==> src/rtl/alu_issue_unit.sv <==
// Issue sequencer for the ArithmeticLogicUnit: takes one request, drives the ALU,
// captures result/flags, evaluates a branch condition and returns a response.
module alu_issue_unit #(
    parameter int CNT_W = 16
) (
    input  logic             Clock,
    input  logic             Reset,
    input  logic             ReqValid,
    output logic             ReqReady,
    input  logic [3:0]       ReqOp,
    input  logic             ReqWide,
    input  logic             ReqSetFlags,
    input  logic [15:0]      ReqA,
    input  logic [15:0]      ReqB,
    input  logic [2:0]       ReqCond,
    output logic [4:0]       FunSel,
    output logic [15:0]      AluA,
    output logic [15:0]      AluB,
    output logic             AluWF,
    input  logic [15:0]      AluOut,
    input  logic [3:0]       AluFlags,
    output logic             RspValid,
    input  logic             RspReady,
    output logic [15:0]      RspResult,
    output logic [3:0]       RspFlags,
    output logic             RspCondTrue,
    output logic [CNT_W-1:0] OpCount
);

    typedef enum logic [1:0] {IDLE, ISSUE, CAPTURE, RESPOND} state_t;

    localparam logic [4:0] FUNSEL_IDLE = 5'b10000;

    state_t     state;
    logic       wide_q;
    logic       set_flags_q;
    logic [2:0] cond_q;
    logic [3:0] shadow;
    logic [3:0] next_flags;
    logic       next_cond;

    // Flags are packed {Z,C,N,O} in bits [3:0].
    function automatic logic cond_true(input logic [2:0] cond, input logic [3:0] flags);
        case (cond)
            3'b000:  cond_true = 1'b1;
            3'b001:  cond_true = flags[3];
            3'b010:  cond_true = ~flags[3];
            3'b011:  cond_true = flags[2];
            3'b100:  cond_true = ~flags[2];
            3'b101:  cond_true = flags[1];
            3'b110:  cond_true = flags[0];
            default: cond_true = 1'b0;
        endcase
    endfunction

    // The condition must see the flags this op reports, not the previous response.
    always_comb begin
        next_flags = set_flags_q ? AluFlags : shadow;
        next_cond  = cond_true(cond_q, next_flags);
    end

    always_ff @(posedge Clock) begin
        if (Reset) begin
            state       <= IDLE;
            ReqReady    <= 1'b1;
            RspValid    <= 1'b0;
            RspResult   <= '0;
            RspFlags    <= '0;
            RspCondTrue <= 1'b0;
            FunSel      <= FUNSEL_IDLE;
            AluA        <= '0;
            AluB        <= '0;
            AluWF       <= 1'b0;
            shadow      <= '0;
            OpCount     <= '0;
            wide_q      <= 1'b0;
            set_flags_q <= 1'b0;
            cond_q      <= '0;
        end else begin
            case (state)
                IDLE: begin
                    if (ReqValid) begin
                        wide_q      <= ReqWide;
                        set_flags_q <= ReqSetFlags;
                        cond_q      <= ReqCond;
                        FunSel      <= {ReqWide, ReqOp};
                        AluA        <= ReqA;
                        AluB        <= ReqB;
                        AluWF       <= ReqSetFlags;
                        ReqReady    <= 1'b0;
                        state       <= ISSUE;
                    end
                end
                ISSUE: begin
                    AluWF <= 1'b0;
                    state <= CAPTURE;
                end
                CAPTURE: begin
                    RspResult   <= wide_q ? AluOut : {8'h00, AluOut[7:0]};
                    RspFlags    <= next_flags;
                    RspCondTrue <= next_cond;
                    if (set_flags_q) begin
                        shadow <= AluFlags;
                    end
                    RspValid <= 1'b1;
                    FunSel   <= FUNSEL_IDLE;
                    state    <= RESPOND;
                end
                RESPOND: begin
                    if (RspReady) begin
                        if (OpCount != '1) begin
                            OpCount <= OpCount + CNT_W'(1);
                        end
                        RspValid <= 1'b0;
                        ReqReady <= 1'b1;
                        state    <= IDLE;
                    end
                end
                default: state <= IDLE;
            endcase
        end
    end

endmodule

==> config.mk <==
export PLATFORM = sky130hd
export DESIGN_NAME = alu_issue_unit
export DESIGN_NICKNAME = d
export VERILOG_FILES = /design/src/rtl/alu_issue_unit.sv
export SDC_FILE = /design/constraint.sdc
export NUM_CORES = 1
export LEC_CHECK = 0
export BUFFER_PORTS_ARGS = -buffer_cell sky130_fd_sc_hd__buf_2
export CORE_ASPECT_RATIO = 1.4
export CORE_UTILIZATION = 54
export CTS_BUF_LIST = sky130_fd_sc_hd__clkbuf_4 sky130_fd_sc_hd__clkbuf_8
export CTS_CLUSTER_DIAMETER = 30
export CTS_CLUSTER_SIZE = 16
export DETAILED_ROUTE_END_ITERATION = 6
export PLACE_DENSITY = 0.88
export SETUP_SLACK_MARGIN = 0.2
export SYNTH_ARGS = -nofsm -noshare
export SYNTH_HDL_FRONTEND = slang
export SYNTH_SLANG_ARGS = --single-unit
==> constraint.sdc <==
create_clock -name Clock -period 5.15 [get_ports Clock]
set_clock_uncertainty 0.05 [all_clocks]
set_input_delay 0.515 -clock Clock [delete_from_list [all_inputs] [get_ports Clock]]
set_output_delay 0.515 -clock Clock [all_outputs]
set_load 0.05 [all_outputs]
# --- After elaboration in Yosys (flattened, before gate mapping) ---
# Index checks and enable logic that the tools add are counted.
op_classes:
  add_sub_neg: 1
  eq_ne: 12
  mux: 15
  n_bitwise: 2
  n_reduce_logical: 13
ops:
  columns: ["operator", "count"]
  rows:
  - ["16-bit by 1-bit adder with 16-bit output (second input constant)", 1]
  - ["16-bit 2-to-1 mux", 1]
  - ["16-bit inequality test (second input constant)", 1]
  - ["5-bit case mux with 2 select lines", 1]
  - ["2-bit AND reduction", 5]
  - ["3-bit equality test (second input constant)", 3]
  - ["2-bit case mux with 4 select lines", 1]
  - ["2-bit nonzero test", 4]
  - ["1-bit case mux with 7 select lines", 1]
  - ["3-bit by 2-bit equality test with 1-bit output (second input constant)", 2]
  - ["1-bit case mux with 2 select lines", 3]
  - ["3-bit AND reduction", 2]
  - ["5-bit 2-to-1 mux", 1]
  - ["2-bit equality test (second input constant)", 2]
  - ["1-bit 2-to-1 mux", 4]
  - ["2-bit 2-to-1 mux", 2]
  - ["4-bit 2-to-1 mux", 1]
  - ["2-bit inequality test (second input constant)", 2]
  - ["3-bit by 1-bit equality test with 1-bit output (second input constant)", 1]
  - ["3-bit zero test", 1]
  - ["2-bit by 1-bit equality test with 1-bit output (second input constant)", 1]
  - ["2-bit zero test", 1]
  - ["1-bit NOT", 2]
totals:
  regBits: 84
  in_bits: 65
  output_inout_bits: 77
  elab_cells: 57

# --- Longest topological paths before layout ---
logic_depth:
  ltp_word: 3
  mapped_depth: 8
  ltp_nobuf: 6

# --- Worst setup path before layout ---
# OpenSTA, ideal clock, no wires.
synth_path:
  path_kind: "register -> register"
  from: "register OpCount[8]"
  to: "register OpCount[1]"
  setup_time_ps: 133
  arrival_time_ps: 1751
  required_ps: 4967
  slack_ps: 3215
  path_stages_with_launch: 6
  path_buffers: 1
  period_less_slack_ps: 1935
  path_cell_list: "dfxtp_1 -> nand4_1 -> nor4_4 -> buf_6 -> nand3b_1 -> a21oi_2"
synth_between:
  elab_chain_cells: 2
synth_rtl:
  columns: ["item", "line_no", "source"]
  rows:
  - ["from (decl)", "27", "output logic [CNT_W-1:0] OpCount"]
  - ["from (signal assigned)", "112", "OpCount <= OpCount + CNT_W'(1);"]
  - ["16-bit inequality test", "111", "if (OpCount != '1) begin"]
  - ["3-bit AND reduction (no source line)", null, null]
# Every way passes these cells.
# A chain may end at the register's enable or synchronous reset.

# --- Worst setup path after layout ---
layout_path:
  from: "register state[0]"
  to: "register FunSel[4]"
layout_between:
  elab_chain_cells: 3
  elab_cells_between_ends: 6
  classes_between: "eq/ne: 2; mux: 1; reduce/logical: 3"
layout_rtl:
  columns: ["item", "line_no", "source"]
  rows:
  - ["from (decl)", "34", "state_t state;"]
  - ["from (signal assigned)", "64", "state <= IDLE;"]
  - ["from (signal assigned)", "91", "state <= ISSUE;"]
  - ["from (signal assigned)", "96", "state <= CAPTURE;"]
  - ["2-bit equality test or 2-bit zero test (tied branches)", "80", "case (state)"]
  - ["2-bit nonzero test (no source line) or 2-bit inequality test (tied branches)", null, null]
  - ["2-bit AND reduction (no source line)", null, null]
  - ["to (signal assigned)", "86", "FunSel <= {ReqWide, ReqOp};"]
  - ["to (decl)", "16", "output logic [4:0] FunSel,"]
# Several ways; a longest one is shown, not always the timed one.

==> metrics.md <==
| Metric | Value |
|---|---|
| Critical Path Fanout Max | 39 |
| Area of the core | 0.00625 mm^2 |
| Critical Path RT | 5.34 ns |
| Chip Width | 70.1 um |
| Hold EP | AluB[15] |
| Port buffer count | 141 |
| Period Utilization, post-route | 45.3% |
| CP Class | register to register |
| Die Y | 97.3 um |
| Power, Total | 2.12 mW |
| Setup-failing EPs final | 0 |
| Min cycle time layout | 2.34 ns |
| Die area | 0.00682 mm^2 |
| Status | completed |
| Worst R2R End | FunSel[4] |
| Area Growth Syn to Fin | 25.5% |
| Hold-critical path depth | 3 |
| Root buffer cell | clkbuf_8 |
| FF+latch area | 0.00168 mm^2 |
| Synth top area share | 48.0% |
| Clock-pin slew of the registers on the worst-case setup and hold paths | 0.10 ns |
| Detailed Routing Iterations Pass 1 | 4 |
| Final Slew Violations | 0 |
| Peak supply drop | 0.235 mV |
| Post-cts sizing count | 0 |
| Worst EP arrival | 2.52 ns |
| Mean Syn Cell Area | 8.44 um^2 |
| Post-synth cell types | 46 |
| Via Count | 3322 |
| Antenna viol nets, final | 0 |
| WL per Instance | 12.7 um |
| Post-DP HPWL | 5.74 mm |
| Netlist Area Pre-Place | 0.00350 mm^2 |
| Global-route wire length before repair | 13.2 mm |
| Pleak | 1.96 nW |
| Hold_buf cts | 0 |
| Fmax | 428 MHz |
| Worst hold start | ReqB[15] |
| Layout Cells excl Fill | 620 |
| Skew-Pair Late Insertion Delay | 0.35 ns |
| Overall routing resource usage | 23.2% |
| Initial DRC Count | 151 |
| Pin count of the biggest net entering global routing | 64 |
| Worst reg2reg path depth | 6 |
| Biggest area consumer among synthesized cells | dfxtp_1 |
| EDFF count, synth | 0 |
| Yosys warns | 0 |
| Max_cap viols | 0 |
| Placed Instances | 604 |
| Row count | 34 |
| Synth Flop Type | dfxtp_1 |
| RSZ-0062 raised after global routing | no |
| Yosys reg bits | 84 |
| GPL Wtd Cong | 0.766 |
| Cts bufs inserted | 9 |
| Clk sinks | 84 |
| Hold Vio Cnt, Final | 0 |
| Multi-input logic area | 0.00167 mm^2 |
| Total wire length | 7.86 mm |
| Setup TNS | 0 ns |
| Syn Nets | 485 |
| Reg-to-reg slack, setup | 2.81 ns |
| Nets | 613 |
| Bufs on Longest Clock Path | 2 |
| Vias in the first global route | 3179 |
| Slew headroom | 20.1% |
| Diode count | 0 |
| Via density | 5.36 |
| P per Cell Area | 483 mW/mm^2 |
| Post-CTS Setup Repair Bufs | 0 |
| Initial antenna violation count | 0 |
| Async set-reset flop share out of synthesis | 0% |
| Remaining DRCs | 0 |
| Syn Inst Count | 415 |
| Worst hold path type | input port to register |
| TritonCTS clock tree | done |
| Fillcell total | 506 |
| GR Overflow Total | 0 |
| Least-Margin Pin Slew | 1.19 ns |
| CP Launch Type | register |
| Post-layout util | 70.3% |
| I/O pin total | 142 |
| FF-to-FF Start | state[0] |
| Sequential fraction of the synthesis area | 48.0% |
| Initial Util | 56.0% |
| Layout cell share with drive strength beyond 1 | 31.8% |
| H-tree Lvls | 3 |
| CP Capture Type | register |
| Top cells by area, synth | dfxtp_1 48%, nand2_1 9.2%, a21oi_1 9.1% |
## layer usage
metal,wire [um],track usage (%),up-vias,share of wire (%)
li1,-,-,1682,-
met1,3310,25.6,1489,42
met2,3860,42.2,135,49
met3,532,5.50,16,6.8
met4,157,9.08,0,2.0
met5,0,0,-,0
## cell usage after synthesis, types with 2 or more instances
| library cell | instances |
|---|---|
| a2bb2oi_1 | 4 |
| buf_2 | 4 |
| nand2_1 | 86 |
| o21ai_0 | 4 |
| o21bai_1 | 2 |
| o311ai_0 | 2 |
| xor2_1 | 2 |
| and2_1 | 4 |
| o31ai_1 | 4 |
| or4_1 | 3 |
| or3_1 | 5 |
| nand2b_1 | 6 |
| nand3_1 | 11 |
| nor2_1 | 27 |
| nand4_1 | 4 |
| nor3_1 | 2 |
| clkbuf_1 | 18 |
| buf_1 | 2 |
| and3_1 | 2 |
| o221ai_1 | 2 |
| mux2i_1 | 12 |
| a21oi_2 | 6 |
| ha_1 | 5 |
| or3_2 | 4 |
| nor2b_1 | 14 |
| dfxtp_1 | 84 |
| inv_1 | 5 |
| o21ai_1 | 7 |
| a21oi_1 | 64 |
| buf_6 | 2 |
| nand3b_1 | 3 |
## critical path: stages (launching register included)
cell and delay (ns):
dfxtp_1 0.35, inv_1 0.09, ha_1 0.34, nand2_1 0.76, o22a_1 0.42, o22ai_1 0.14
nand2b_1 0.07
## placed cells by master, fill, tap and decap left out, types with 6 or more instances in the layout
cell / synthesis / layout
dfxtp_1: 84 / 84
nor2_1: 27 / 27
nand3_1: 11 / 11
o21ai_1: 7 / 7
mux2i_1: 12 / 12
nand2_1: 86 / 86
a21oi_2: 6 / 6
a21oi_1: 64 / 64
buf_2: 4 / 141
clkbuf_8: 1 / 9
nor2b_1: 14 / 14
nand2b_1: 6 / 6
## cell type report
type / instances / area share (%)
multi-input cells: 299 / 38.0
inverters: 5 / 0.427
repair buffers: 144 / 16.6
well taps: 72 / 2.05
flip-flops and latches: 84 / 38.3
clock buffers: 9 / 2.82
clock inverters: 7 / 1.85
## per-stage QoR
stage	worst slack [ns]	cell area (um^2)	hold WS, ns
finish	2.81	4390	0.342
global route	2.52	4390	0.333
CTS	2.79	4390	0.324
detailed placement	2.78	4190	0.394
global placement	2.90	4190	0.388
floorplan	3.22	3500	0.382
## sequential cells by signal, indices dropped and copies added, names as in the netlist
| name | cells |
|---|---|
| AluA | 16 |
| AluB | 16 |
| AluWF | 1 |
| FunSel | 5 |
| OpCount | 16 |
| ReqReady | 1 |
| RspCondTrue | 1 |
| RspResult | 16 |
| RspValid | 1 |
| cond_q | 3 |
| set_flags_q | 1 |
| shadow | 4 |
| state | 2 |
| wide_q | 1 |
## power breakdown
group | internal, mW | leakage [nW] | total (mW) | switching (mW)
Sequential | 0.755 | 0.684 | 0.821 | 0.0665
Clock | 0.231 | 0.101 | 0.476 | 0.245
Combinational | 0.228 | 1.18 | 0.827 | 0.599
## cells by family (layout without fill, tap and decap cells)
logic type / after synthesis / in the layout / share of synthesized area [%]
flops: 84 / 84 / 48.0
buf+inv: 32 / 165 / 4.29
fa+ha+maj: 5 / 5 / 1.79
simple gates: 178 / 178 / 24.8
mux: 12 / 12 / 3.43
xor+xnor: 2 / 2 / 0.500
compound gates: 102 / 102 / 17.1
## worst max-delay path by stage
stage / startpoint / endpoint / slack (ns) / depth (start not counted)
finish: state[0] / FunSel[4] / 2.81 / 6
global route: state[0] / FunSel[4] / 2.52 / 6
CTS: state[0] / FunSel[4] / 2.79 / 6
detailed placement: state[0] / FunSel[4] / 2.78 / 6
global placement: state[0] / FunSel[4] / 2.90 / 6
floorplan: OpCount[8] / OpCount[1] / 3.22 / 5
(Power assumes the default switching activity.)
